### src/rtl/pipe_ctrl_chain_if.sv
// Bundle of control, payload and status signals between the hazard/branch
// logic and the pipeline register chain.
interface pipe_ctrl_chain_if #(
  parameter int DATA_W   = 32,
  parameter int N_STAGES = 4,
  parameter int CNT_W    = 16
);
  logic                         en;
  logic                         in_valid;
  logic [DATA_W-1:0]            in_data;
  logic                         stall;
  logic [N_STAGES-1:0]          flush;
  logic                         clr_cnt;
  logic [N_STAGES-1:0]          stage_valid;
  logic [N_STAGES*DATA_W-1:0]   stage_data;
  logic                         out_valid;
  logic [DATA_W-1:0]            out_data;
  logic [CNT_W-1:0]             bubble_cnt;
  logic [CNT_W-1:0]             flush_cnt;

  modport master (
    output en, in_valid, in_data, stall, flush, clr_cnt,
    input  stage_valid, stage_data, out_valid, out_data, bubble_cnt, flush_cnt
  );

  modport slave (
    input  en, in_valid, in_data, stall, flush, clr_cnt,
    output stage_valid, stage_data, out_valid, out_data, bubble_cnt, flush_cnt
  );
endinterface

### src/rtl/pipe_ctrl_chain.sv
// Pipeline register chain with per-stage valid bits, global enable,
// load-use stall with bubble injection, per-stage flush and saturating
// bubble/flush performance counters.
module pipe_ctrl_chain #(
  parameter int DATA_W      = 32,
  parameter int N_STAGES    = 4,
  parameter int STALL_STAGE = 1,
  parameter int CNT_W       = 16
) (
  input  logic                clk,
  input  logic                arst_n,
  pipe_ctrl_chain_if.slave    bus
);

  // Reject configurations the chain cannot represent.
  if (N_STAGES < 2 || STALL_STAGE < 0 || STALL_STAGE >= N_STAGES) begin : g_bad_cfg
    $error("pipe_ctrl_chain: illegal N_STAGES/STALL_STAGE combination");
  end

  localparam logic [CNT_W-1:0] CNT_MAX = {CNT_W{1'b1}};

  logic [N_STAGES-1:0] valid_q, valid_d;
  logic [DATA_W-1:0]   data_q [N_STAGES];
  logic [DATA_W-1:0]   data_d [N_STAGES];
  logic [CNT_W-1:0]    bubble_q, bubble_d;
  logic [CNT_W-1:0]    flushc_q, flushc_d;

  // Next state of every stage: flush beats stall hold/bubble beats advance.
  always_comb begin
    valid_d = valid_q;
    data_d  = data_q;
    if (bus.en) begin
      for (int i = 0; i < N_STAGES; i++) begin
        if (bus.flush[i]) begin
          valid_d[i] = 1'b0;
          data_d[i]  = '0;
        end else if (bus.stall && i <= STALL_STAGE) begin
          valid_d[i] = valid_q[i];
          data_d[i]  = data_q[i];
        end else if (bus.stall && i == STALL_STAGE + 1) begin
          valid_d[i] = 1'b0;
          data_d[i]  = '0;
        end else if (i == 0) begin
          valid_d[i] = bus.in_valid;
          data_d[i]  = bus.in_data;
        end else begin
          valid_d[i] = valid_q[i-1];
          data_d[i]  = data_q[i-1];
        end
      end
    end
  end

  // Next counter values: clear wins over increment, increments saturate.
  always_comb begin
    bubble_d = bubble_q;
    flushc_d = flushc_q;
    if (bus.en) begin
      if (bus.clr_cnt) begin
        bubble_d = '0;
        flushc_d = '0;
      end else begin
        if (bus.stall && bubble_q != CNT_MAX) begin
          bubble_d = bubble_q + 1'b1;
        end
        if ((|bus.flush) && flushc_q != CNT_MAX) begin
          flushc_d = flushc_q + 1'b1;
        end
      end
    end
  end

  // State registers; reset clears valid bits, payloads and counters at once.
  always_ff @(posedge clk or negedge arst_n) begin
    if (!arst_n) begin
      valid_q  <= '0;
      data_q   <= '{default: '0};
      bubble_q <= '0;
      flushc_q <= '0;
    end else begin
      valid_q  <= valid_d;
      data_q   <= data_d;
      bubble_q <= bubble_d;
      flushc_q <= flushc_d;
    end
  end

  // Flatten the stage payloads onto the output bus.
  always_comb begin
    bus.stage_data = '0;
    for (int i = 0; i < N_STAGES; i++) begin
      bus.stage_data[i*DATA_W +: DATA_W] = data_q[i];
    end
  end

  assign bus.stage_valid = valid_q;
  assign bus.out_valid   = valid_q[N_STAGES-1];
  assign bus.out_data    = data_q[N_STAGES-1];
  assign bus.bubble_cnt  = bubble_q;
  assign bus.flush_cnt   = flushc_q;

endmodule

### src/flat_wrapper.sv
// flat-port wrapper written by rule: the top's interface ports become plain ports
module pipe_ctrl_chain_flat 
#(
  parameter int DATA_W      = 32,
  parameter int N_STAGES    = 4,
  parameter int STALL_STAGE = 1,
  parameter int CNT_W       = 16
)
  (clk, arst_n, bus_en, bus_in_valid, bus_in_data, bus_stall, bus_flush, bus_clr_cnt, bus_stage_valid, bus_stage_data, bus_out_valid, bus_out_data, bus_bubble_cnt, bus_flush_cnt);
  pipe_ctrl_chain_if #(.DATA_W(DATA_W), .N_STAGES(N_STAGES), .CNT_W(CNT_W)) bus_i ();
  input  logic clk;
  input  logic arst_n;
  input wire logic [$bits(bus_i.en)-1:0] bus_en;
  input wire logic [$bits(bus_i.in_valid)-1:0] bus_in_valid;
  input wire logic [$bits(bus_i.in_data)-1:0] bus_in_data;
  input wire logic [$bits(bus_i.stall)-1:0] bus_stall;
  input wire logic [$bits(bus_i.flush)-1:0] bus_flush;
  input wire logic [$bits(bus_i.clr_cnt)-1:0] bus_clr_cnt;
  output wire logic [$bits(bus_i.stage_valid)-1:0] bus_stage_valid;
  output wire logic [$bits(bus_i.stage_data)-1:0] bus_stage_data;
  output wire logic [$bits(bus_i.out_valid)-1:0] bus_out_valid;
  output wire logic [$bits(bus_i.out_data)-1:0] bus_out_data;
  output wire logic [$bits(bus_i.bubble_cnt)-1:0] bus_bubble_cnt;
  output wire logic [$bits(bus_i.flush_cnt)-1:0] bus_flush_cnt;
  assign bus_i.en = bus_en;
  assign bus_i.in_valid = bus_in_valid;
  assign bus_i.in_data = bus_in_data;
  assign bus_i.stall = bus_stall;
  assign bus_i.flush = bus_flush;
  assign bus_i.clr_cnt = bus_clr_cnt;
  assign bus_stage_valid = bus_i.stage_valid;
  assign bus_stage_data = bus_i.stage_data;
  assign bus_out_valid = bus_i.out_valid;
  assign bus_out_data = bus_i.out_data;
  assign bus_bubble_cnt = bus_i.bubble_cnt;
  assign bus_flush_cnt = bus_i.flush_cnt;
  pipe_ctrl_chain #(.DATA_W(DATA_W), .N_STAGES(N_STAGES), .STALL_STAGE(STALL_STAGE), .CNT_W(CNT_W)) u_core (.clk(clk), .arst_n(arst_n), .bus(bus_i));
endmodule
### config.mk
export PLATFORM = sky130hd
export DESIGN_NAME = pipe_ctrl_chain_flat
export DESIGN_NICKNAME = d
export VERILOG_FILES = /design/src/rtl/pipe_ctrl_chain_if.sv /design/src/rtl/pipe_ctrl_chain.sv /design/src/flat_wrapper.sv
export SDC_FILE = /design/constraint.sdc
export NUM_CORES = 1
export LEC_CHECK = 0
export BUFFER_PORTS_ARGS = -buffer_cell sky130_fd_sc_hd__buf_2
export CORE_MARGIN = 2
export CORE_UTILIZATION = 40
export CTS_CLUSTER_DIAMETER = 200
export CTS_CLUSTER_SIZE = 14
export DETAILED_ROUTE_END_ITERATION = 6
export HOLD_SLACK_MARGIN = 0.03
export SLEW_MARGIN = 20
export SYNTH_ARGS = -nofsm -noshare
export SYNTH_HDL_FRONTEND = slang
export SYNTH_SLANG_ARGS = --single-unit
### constraint.sdc
create_clock -name clk -period 4.83 [get_ports clk]
set_input_delay 0.483 -clock clk [delete_from_list [all_inputs] [get_ports clk]]
set_output_delay 0.483 -clock clk [all_outputs]
set_load 0.05 [all_outputs]
==> impl_metrics.yaml, run 1 <==
synth:
  syn_area_mm2: 0.00776
  yosysWarnings: 0
  ys_seq_area_share_pct: 52.9
  yosysTopAreaCell: "dfrtp_1"
  synth_edf_count: 0
  synth_cell_types: 63
  async_flop_share_pct: 100
  avgSynthCellArea_um2: 10.1
  synth.most_common_cell: "dfrtp_1"
  ys_top_cells_by_area: "dfrtp_1, o21ai_0, nand2b_1"
  yosysTopAreaCellShare_pct: 52.9
  synth_nets: 816
  syn_inst: 772
  synthTopCellsByCount: "dfrtp_1, o21ai_0, nand2_1"
  synth_seq_cells: 164
  ys.flop_type: "dfrtp_1"
power:
  p_comb_share_pct: 18.2
  leakage_nw: 4.67
  p_seq_share_pct: 44.3
  swShare_pct: 34.7
  p_int_mw: 2.29
  clkPwrFrac_pct: 37.5
  p_switching_mw: 1.21
  vdd_drop_max_mv: 0.235
  powerDensity_mw_per_mm2: 370
cts:
  cts_buffers: 17
  clock_path_buffers: 2
  cts_tree: "built"
  clk-insertion-delay-late_ns: 0.42
  cts_setup_buffers: 0
  path_clk_slew_ns: 0.07
  cts_sinks: 164
  h-tree-depth: 4
  root_buffer: "clkbuf_16"
  cts_resized: 0
  holdBufCountCts: 0
detailed_routing:
  met2_length_um: 9270
  wl_met1_um: 9400
  drtIter0Drc: 398
  vias: 6156
  wl_um: 20000
  ant_nets: 0
  highest_layer: "met4"
  remaining_drc_errors: 0
  wl_per_cell_um: 16.4
  drt_first_pass_iters: 5
  routed-wl-met3_um: 1160
  via_per_inst: 5.02
grt:
  grt_pass1_vias: 5670
  globalRouteOverflowTotal: 0
  grt_max_degree: 88
  antenna_found_initial: 0
  grt_pass1_wl_um: 31500
  grt_usage_pct: 19.7
critical_path:
  worstSetupEndpointType: "register"
  crit_type: "register to register"
  rr_startpoint: "u_core.bus.bubble_cnt[0]"
  cp-startpoint: "u_core.bus.bubble_cnt[0]"
  start_kind: "register"
  required_ns: 5.12
  cp.arrival_ns: 2.55
  critPathMaxFanout: 14
sta:
  maxSlewHeadroom_pct: 45.2
  finalSetupViolCount: 0
  worstMarginPinSlew_ns: 0.822
  drv_slew: 0
  rsz0062_at_grt: "false"
  clock.fmax_ghz: 0.444
  min_period_over_period_pct: 46.7
  skew_ns: 0.00807
  finalSetupTns_ns: 0
  hold_violations: 0
  period_needed_ns: 2.25
floorplanning:
  fp.dieW_um: 143
  fp-row-count: 50
  fp.coreArea_mm2: 0.0189
  ios: 239
  dieArea_mm2: 0.0205
  start_util_pct: 41.1
  die_y_um: 143
run_status:
  status: "complete, no violations"
finish:
  nFillCells: 1804
  seq_area_mm2: 0.00410
  nets: 997
  multi_input_area_mm2: 0.00303
  antenna_cells: 0
  areaGrowthSynthToFinish_pct: 22.0
  final_area_mm2: 0.00947
  layout-drive-gt1-share_pct: 31.0
placed_design:
  routabilityCongestion: 0.848
  port_buffers: 238
  place_hpwl_um: 14100
  placed_area_mm2: 0.00888
hold_path:
  hold_path.class: "input pin to async pin"
run:
  maxCapViolations: 0
[sequential cells by signal, summed over array words and instances, names as in the netlist]
| signal | cells |
|---|---|
| u_core.bus.flush_cnt | 16 |
| u_core.bus.bubble_cnt | 16 |
| u_core.bus.out_data | 32 |
| u_core.bus.stage_valid | 4 |
| u_core.bus.stage_data | 96 |
[power groups by stage]
stage / registers [mW] / clock network [mW] / logic (mW)
3_5_place_dp: 1.58 / 0 / 0.646
4_1_cts: 1.55 / 1.35 / 0.647
5_1_grt: 1.57 / 1.41 / 0.685
3_3_place_gp: 1.58 / 0 / 0.641
6_report: 1.55 / 1.32 / 0.639
2_1_floorplan: 1.84 / 0 / 0.185
[final timing paths]
kind	end	slack, ns	cells after the start
max	u_core.bus.bubble_cnt[7]	2.58	5
min	u_core.bus.flush_cnt[3]	0.14	1
max reg2reg	u_core.bus.bubble_cnt[7]	2.58	5
min reg2reg	u_core.bus.stage_data[49]	0.51	2
max in group asynchronous	u_core.bus.out_data[21]	3.63	2
min in group clk	u_core.bus.stage_data[30]	0.31	3
[final cells by class]
class | instances | share of cell area (%)
Sequential cell | 164 | 43.3
Timing Repair Buffer | 245 | 13.2
Inverter | 46 | 1.82
Multi-Input combinational cell | 479 | 32.0
Clock buffer | 17 | 4.49
Tap cell | 260 | 3.44
Clock inverter | 15 | 1.69
[stage by stage]
step	instances	util (%)	hold WS [ns]	power, mW	setup WS [ns]
final	1226	50.1	0.143	3.51	2.58
after global routing	1226	50.1	0.191	3.67	2.46
after CTS	1226	50.1	0.164	3.55	2.57
after detailed placement	1194	47.0	0.496	2.22	2.49
after global placement	1194	47.0	0.486	2.22	2.54
after floorplan	772	-	0.187	2.03	2.62
[cell usage in the layout, fill, tap and decap left out, types with 3 or more instances in the layout]
cell type / netlist / final
or4_1: 3 / 3
nand4_1: 9 / 9
a22o_1: 35 / 35
and3_1: 5 / 5
a221o_1: 3 / 3
dfrtp_1: 164 / 164
nor3_1: 8 / 7
clkinv_8: 0 / 3
inv_8: 0 / 4
a211o_1: 3 / 3
clkinv_4: 0 / 3
o211ai_1: 11 / 11
inv_6: 0 / 4
o31ai_1: 3 / 3
nand2_1: 88 / 88
clkbuf_16: 0 / 17
or3_1: 3 / 3
nor2b_1: 3 / 3
and4_1: 5 / 5
nand2b_1: 67 / 67
o21ai_0: 105 / 103
nand3_1: 22 / 22
nand3b_1: 31 / 31
nor4_1: 4 / 4
inv_1: 43 / 43
buf_4: 34 / 7
buf_2: 12 / 237
nor2_1: 10 / 10
o311ai_0: 11 / 11
a311o_1: 5 / 5
o41ai_1: 4 / 4
[cell families (layout without fill, tap and decap cells)]
family	count (synthesis)	in the layout	synth area share, %
AOI/OAI and AO/OA	201	201	18.1
adders and majority gates	2	2	0.322
and+or+nand+nor	275	275	20.2
DFF	164	164	52.9
buffers and inverters	129	323	8.40
muxes	1	1	0.129
[worst max-delay path, cell delays in order, from the launching register on]
cell and delay, ns:
dfrtp_1 0.50, ha_1 0.32, nand4_4 0.18, o41ai_4 0.74, nor3_2 0.06, a221o_1 0.32
[metal layers]
| metal | vias to the layer above | track usage [%] |
|---|---|---|
| met1 | 2863 | 28.8 |
| li1 | 3084 | - |
| met4 | 0 | 5.26 |
| met2 | 194 | 28.8 |
| met5 | - | 0 |
| met3 | 15 | 5.40 |
Note: power is estimated with default switching activity, not from simulation.
==> run 2: changes to the inputs <==
==> constraint.sdc (replaced) <==
create_clock -name clk -period 2.15 [get_ports clk]
set_input_delay 0.215 -clock clk [delete_from_list [all_inputs] [get_ports clk]]
set_output_delay 0.215 -clock clk [all_outputs]
set_load 0.05 [all_outputs]
==> run 2 against run 1 <==
  * Utilization increased by 1.7 points
  * Critical path depth rose by 1
  * Non-clock buffer count increased by 32
  * Cell count is 2.6% higher
  * Critical endpoint is now u_core.bus.bubble_cnt[2]
==> impl_metrics.yaml, run 2 (synthesized netlist as in run 1, its figures left out) <==
run_status:
  status: "complete, no violations"
cts:
  h-tree-depth: 4
  cts_setup_buffers: 0
  cts_sinks: 164
  root_buffer: "clkbuf_16"
  cts_tree: "built"
  path_clk_slew_ns: 0.07
  cts_buffers: 17
  clk-insertion-delay-late_ns: 0.43
  clock_path_buffers: 2
grt:
  globalRouteOverflowTotal: 0
  grt_pass1_wl_um: 32400
  grt_max_degree: 67
  grtUsageMet1_pct: 27.7
  grt_usage_pct: 20.1
  grt_use_met3_pct: 4.76
  grt_pass1_vias: 5913
  grt.busiest_layer: "met2"
  use_met2_pct: 31.6
  antenna_found_initial: 0
critical_path:
  critPathMaxFanout: 7
  required_ns: 2.46
  crit_type: "register to register"
  start_kind: "register"
  worstSetupEndpointType: "register"
  cp.arrival_ns: 2.25
sta:
  hold_violations: 0
  rsz0062_at_grt: "false"
  maxSlewHeadroom_pct: 56.4
  clock.fmax_ghz: 0.515
  period_needed_ns: 1.94
  skew_ns: 0.00931
  drv_slew: 0
  min_period_over_period_pct: 90.4
  finalSetupViolCount: 0
  finalSetupTns_ns: 0
  worstMarginPinSlew_ns: 0.648
finish:
  areaGrowthSynthToFinish_pct: 26.3
  finish.utilization_pct: 51.9
  final_cell_mix: "buf_2, dfrtp_1, o21ai_0"
  layout_commonest_cell: "buf_2"
  nFillCells: 1814
  largest_reg_flops: 96
  final_area_mm2: 0.00980
  final_cells: 1258
  layout-drive-gt1-share_pct: 31.4
  nets: 1029
  antenna_cells: 0
floorplanning:
  fp.dieW_um: 143
  ios: 239
  fp-row-count: 50
  dieArea_mm2: 0.0205
  start_util_pct: 41.1
  die_y_um: 143
  fp.coreArea_mm2: 0.0189
placed_design:
  port_buffers: 238
  routabilityCongestion: 0.834
  dp.cells: 1205
  placed_area_mm2: 0.00899
  place_hpwl_um: 14400
detailed_routing:
  remaining_drc_errors: 0
  vias: 6233
  drt_first_pass_iters: 4
  drtIter0Drc: 317
  ant_nets: 0
  via_per_inst: 4.95
  wl_per_cell_um: 16.1
  wl_um: 20200
hold_path:
  hold_path.class: "input pin to register"
power:
  swShare_pct: 33.9
  p_seq_share_pct: 43.5
  vdd_drop_max_mv: 0.562
  p_int_mw: 5.28
  clkPwrFrac_pct: 37.8
  leakage_nw: 4.81
  p_comb_share_pct: 18.7
  powerDensity_mw_per_mm2: 816
  p_switching_mw: 2.71
run:
  maxCapViolations: 0
[run 2: cell types whose count changed in the layout (fill, tap and decap cells not counted), sizes merged]
cell and change:
dlygate4sd3 +21, buf +11, clkinv -3, clkinvlp +3
bufinv +1, inv -1
[run 2: path summary, 6_finish.rpt]
path                       slack [ns]                   endpoint  cells after the start                       from
max                              0.21   u_core.bus.bubble_cnt[2]                      6   u_core.bus.bubble_cnt[0]
min                              0.04   u_core.bus.stage_data[9]                      3             bus_in_data[9]
max reg2reg                      0.21   u_core.bus.bubble_cnt[2]                      6   u_core.bus.bubble_cnt[0]
min reg2reg                      0.51  u_core.bus.stage_data[26]                      2  u_core.bus.stage_data[26]
max in group asynchronous        1.14    u_core.bus.out_data[11]                      3                     arst_n
min in group asynchronous        0.26  u_core.bus.stage_data[56]                      2                     arst_n
[run 2: timing repair]
action	4_1_cts	5_1_grt
endpoints found under the hold margin	54	0
hold buffers	21	0
resized for setup	0	0
[run 2: area by class of cell]
class | instances | area (µm²) | share of cell area (%)
flip-flops and latches | 164 | 4110 | 41.9
multi-input cells | 479 | 3030 | 30.9
repair buffers | 277 | 1570 | 16.0
clock buffers | 17 | 425 | 4.34
well taps | 260 | 325 | 3.32
inverters | 46 | 173 | 1.76
clock inverters | 15 | 170 | 1.74
[run 2: per-layer routing]
layer  vias up  wire length, µm
met2       147             9660
met4         0              264
li1       3138                -
met3        20              894
met1      2928             9420
met5         -                0
[run 2: critical path, cell delays in order (launching register included)]
cell and delay, ns:
dfrtp_2 0.42, ha_1 0.28, nand4_4 0.19, o41ai_4 0.44, buf_4 0.22, nor4_1 0.05
a211o_1 0.23
[run 2: per-stage QoR]
step / total power [mW] / worst slack [ns] / hold WS [ns]
after CTS: 8.09 / 0.204 / 0.0304
final: 8.00 / 0.207 / 0.0425
after floorplan: 4.56 / 0.0703 / -0.0806
after detailed placement: 5.02 / 0.218 / 0.140
after global routing: 8.37 / 0.0727 / 0.0370
after global placement: 5.00 / 0.234 / 0.142
[run 2: power groups by stage]
stage                     logic, mW  clock network [mW]  registers [mW]
final                          1.49                3.02            3.48
after detailed placement       1.48                   0            3.54
after CTS                      1.51                3.10            3.48
after global placement         1.47                   0            3.53
after global routing           1.60                3.26            3.51
after floorplan               0.416                   0            4.14
==> run 3: changes to the inputs <==
--- a/config.mk
+++ b/config.mk
@@ -6,12 +6,13 @@
 export NUM_CORES = 1
 export LEC_CHECK = 0
 export BUFFER_PORTS_ARGS = -buffer_cell sky130_fd_sc_hd__buf_2
-export CORE_MARGIN = 2
-export CORE_UTILIZATION = 40
+export CORE_MARGIN = 1.5
+export CORE_UTILIZATION = 36
 export CTS_CLUSTER_DIAMETER = 200
 export CTS_CLUSTER_SIZE = 14
 export DETAILED_ROUTE_END_ITERATION = 6
 export HOLD_SLACK_MARGIN = 0.03
+export REMOVE_ABC_BUFFERS = 1
 export SLEW_MARGIN = 20
 export SYNTH_ARGS = -nofsm -noshare
 export SYNTH_HDL_FRONTEND = slang
==> run 3 against run 2 <==
  * Global-route usage is 0.22 points lower
  * Clock skew grew 0.0013 ns
  * Clock-buffer cell count rose by 1
  * Die area increased by 9.3%
  * First-iteration DRC count increased by 3.5%
  * Cell count rose by 0.95%
  * Total power shrank 0.44%
  * Critical path depth did not move
  * Critical endpoint is now u_core.bus.bubble_cnt[3]
  * Largest power group unchanged
==> impl_metrics.yaml, run 3 (synthesized netlist as in run 1, its figures left out) <==
run_status:
  status: "complete, no violations"
finish:
  largest_reg_flops: 96
  nFillCells: 2095
  layout_commonest_cell: "buf_2"
  finish.utilization_pct: 46.4
  final_cells: 1270
  final_area_mm2: 0.00978
  areaGrowthSynthToFinish_pct: 26.0
  final_cell_mix: "buf_2, dfrtp_1, o21ai_0"
  antenna_cells: 0
  nets: 1026
  layout-drive-gt1-share_pct: 32.1
grt:
  grt_max_degree: 67
  antenna_found_initial: 2
  grt_pass1_vias: 6220
  grt_pass1_wl_um: 34600
  grt_usage_pct: 19.9
  globalRouteOverflowTotal: 0
cts:
  clk-insertion-delay-late_ns: 0.42
  root_buffer: "clkbuf_16"
  cts_tree: "built"
  cts_buffers: 17
  path_clk_slew_ns: 0.07
  h-tree-depth: 4
  cts_sinks: 164
  clock_path_buffers: 2
  cts_resized: 0
detailed_routing:
  wl_per_cell_um: 17.0
  drtIter0Drc: 328
  drt_first_pass_iters: 5
  vias: 6451
  via_per_inst: 5.08
  wl_um: 21600
  ant_nets: 0
  remaining_drc_errors: 0
sta:
  clock.fmax_ghz: 0.506
  drv_slew: 0
  worstMarginPinSlew_ns: 0.620
  maxSlewHeadroom_pct: 58.3
  skew_ns: 0.0106
  min_period_over_period_pct: 91.9
  rsz0062_at_grt: "false"
  finalSetupViolCount: 0
  hold_violations: 0
  finalSetupTns_ns: 0
  period_needed_ns: 1.97
power:
  leakage_nw: 4.81
  vdd_drop_max_mv: 0.474
  powerDensity_mw_per_mm2: 815
  finalPower_mw: 7.96
floorplanning:
  fp.coreArea_mm2: 0.0211
  dieArea_mm2: 0.0224
  start_util_pct: 36.8
  fp-row-count: 53
  fp.dieW_um: 150
  ios: 239
  die_y_um: 150
placed_design:
  place_hpwl_um: 15200
  placed_area_mm2: 0.00911
  dp.cells: 1228
  port_buffers: 238
  routabilityCongestion: 0.821
critical_path:
  crit_type: "register to register"
  cp.arrival_ns: 2.33
  rrSetupSlack_ns: 0.18
  crit_family: "simple AND/OR/NAND/NOR gates"
  rr_startpoint: "u_core.bus.bubble_cnt[0]"
  slowest_delay_ns: 0.60
  r2r_cells: 6
  slowest_stage: "or4_2"
  start_kind: "register"
  critPathMaxFanout: 14
  critPathBufInv: 1
  worstPathCellList: "ha_1 > nand4_4 > o41ai_4 > buf_4 > or4_2 > nand3_1"
  r2r_end: "u_core.bus.bubble_cnt[3]"
  worstSetupEndpointType: "register"
  required_ns: 2.50
hold_path:
  hold_path.class: "input pin to register"
  min-delay-start: "bus_in_data[27]"
  hold_depth: 3
  min_to: "u_core.bus.stage_data[27]"
run:
  maxCapViolations: 0
[run 3: worst min-delay path: cells and delay by family]
kind	cells	cell delay (ns)
AO/OA/AOI/OAI	1	0.06
AND/OR/NAND/NOR	1	0.05
buffers and inverters	1	0.09
[run 3: layout make-up]
type	count	area [µm²]	area share [%]
well taps	275	344	3.52
flip-flops and latches	164	4100	42.0
multi-input cells	479	3030	31.0
clock buffers	18	439	4.49
inverters	46	173	1.77
repair buffers	274	1560	15.9
clock inverters	14	126	1.29
[run 3: metal layers]
metal | track usage, % | vias up | part of all wire, %
met1 | 26.7 | 3111 | 44
met5 | 0 | - | 0.12
met4 | 4.41 | 4 | 1.1
li1 | - | 3122 | -
met3 | 5.49 | 17 | 6.6
met2 | 31.9 | 197 | 48
[run 3: worst max path at each step]
stage | start | end | cells after the start
after floorplan | bus_stall | u_core.bus.stage_data[0] | 3
after global placement | u_core.bus.bubble_cnt[0] | u_core.bus.bubble_cnt[3] | 6
after detailed placement | u_core.bus.bubble_cnt[0] | u_core.bus.bubble_cnt[3] | 6
after CTS | u_core.bus.bubble_cnt[0] | u_core.bus.bubble_cnt[3] | 6
after global routing | u_core.bus.bubble_cnt[0] | u_core.bus.bubble_cnt[10] | 5
final | u_core.bus.bubble_cnt[0] | u_core.bus.bubble_cnt[3] | 6
[run 3: power breakdown]
group | switching (mW) | total [mW] | internal [mW]
Clock | 1.32 | 2.96 | 1.64
Sequential | 0.200 | 3.47 | 3.27
Combinational | 1.16 | 1.53 | 0.371
[run 3: repair_timing]
item                                   4_1_cts  5_1_grt
hold buffers                                10        0
buffers inserted                             0        0
endpoints found under the hold margin       60        0
[run 3: stage by stage]
stage	setup WS [ns]	hold WS, ns
floorplan	-1.66	-0.0806
detailed placement	0.183	0.236
finish	0.175	0.0461
CTS	0.167	0.0301
global placement	0.229	0.231
global route	0.0313	0.0409
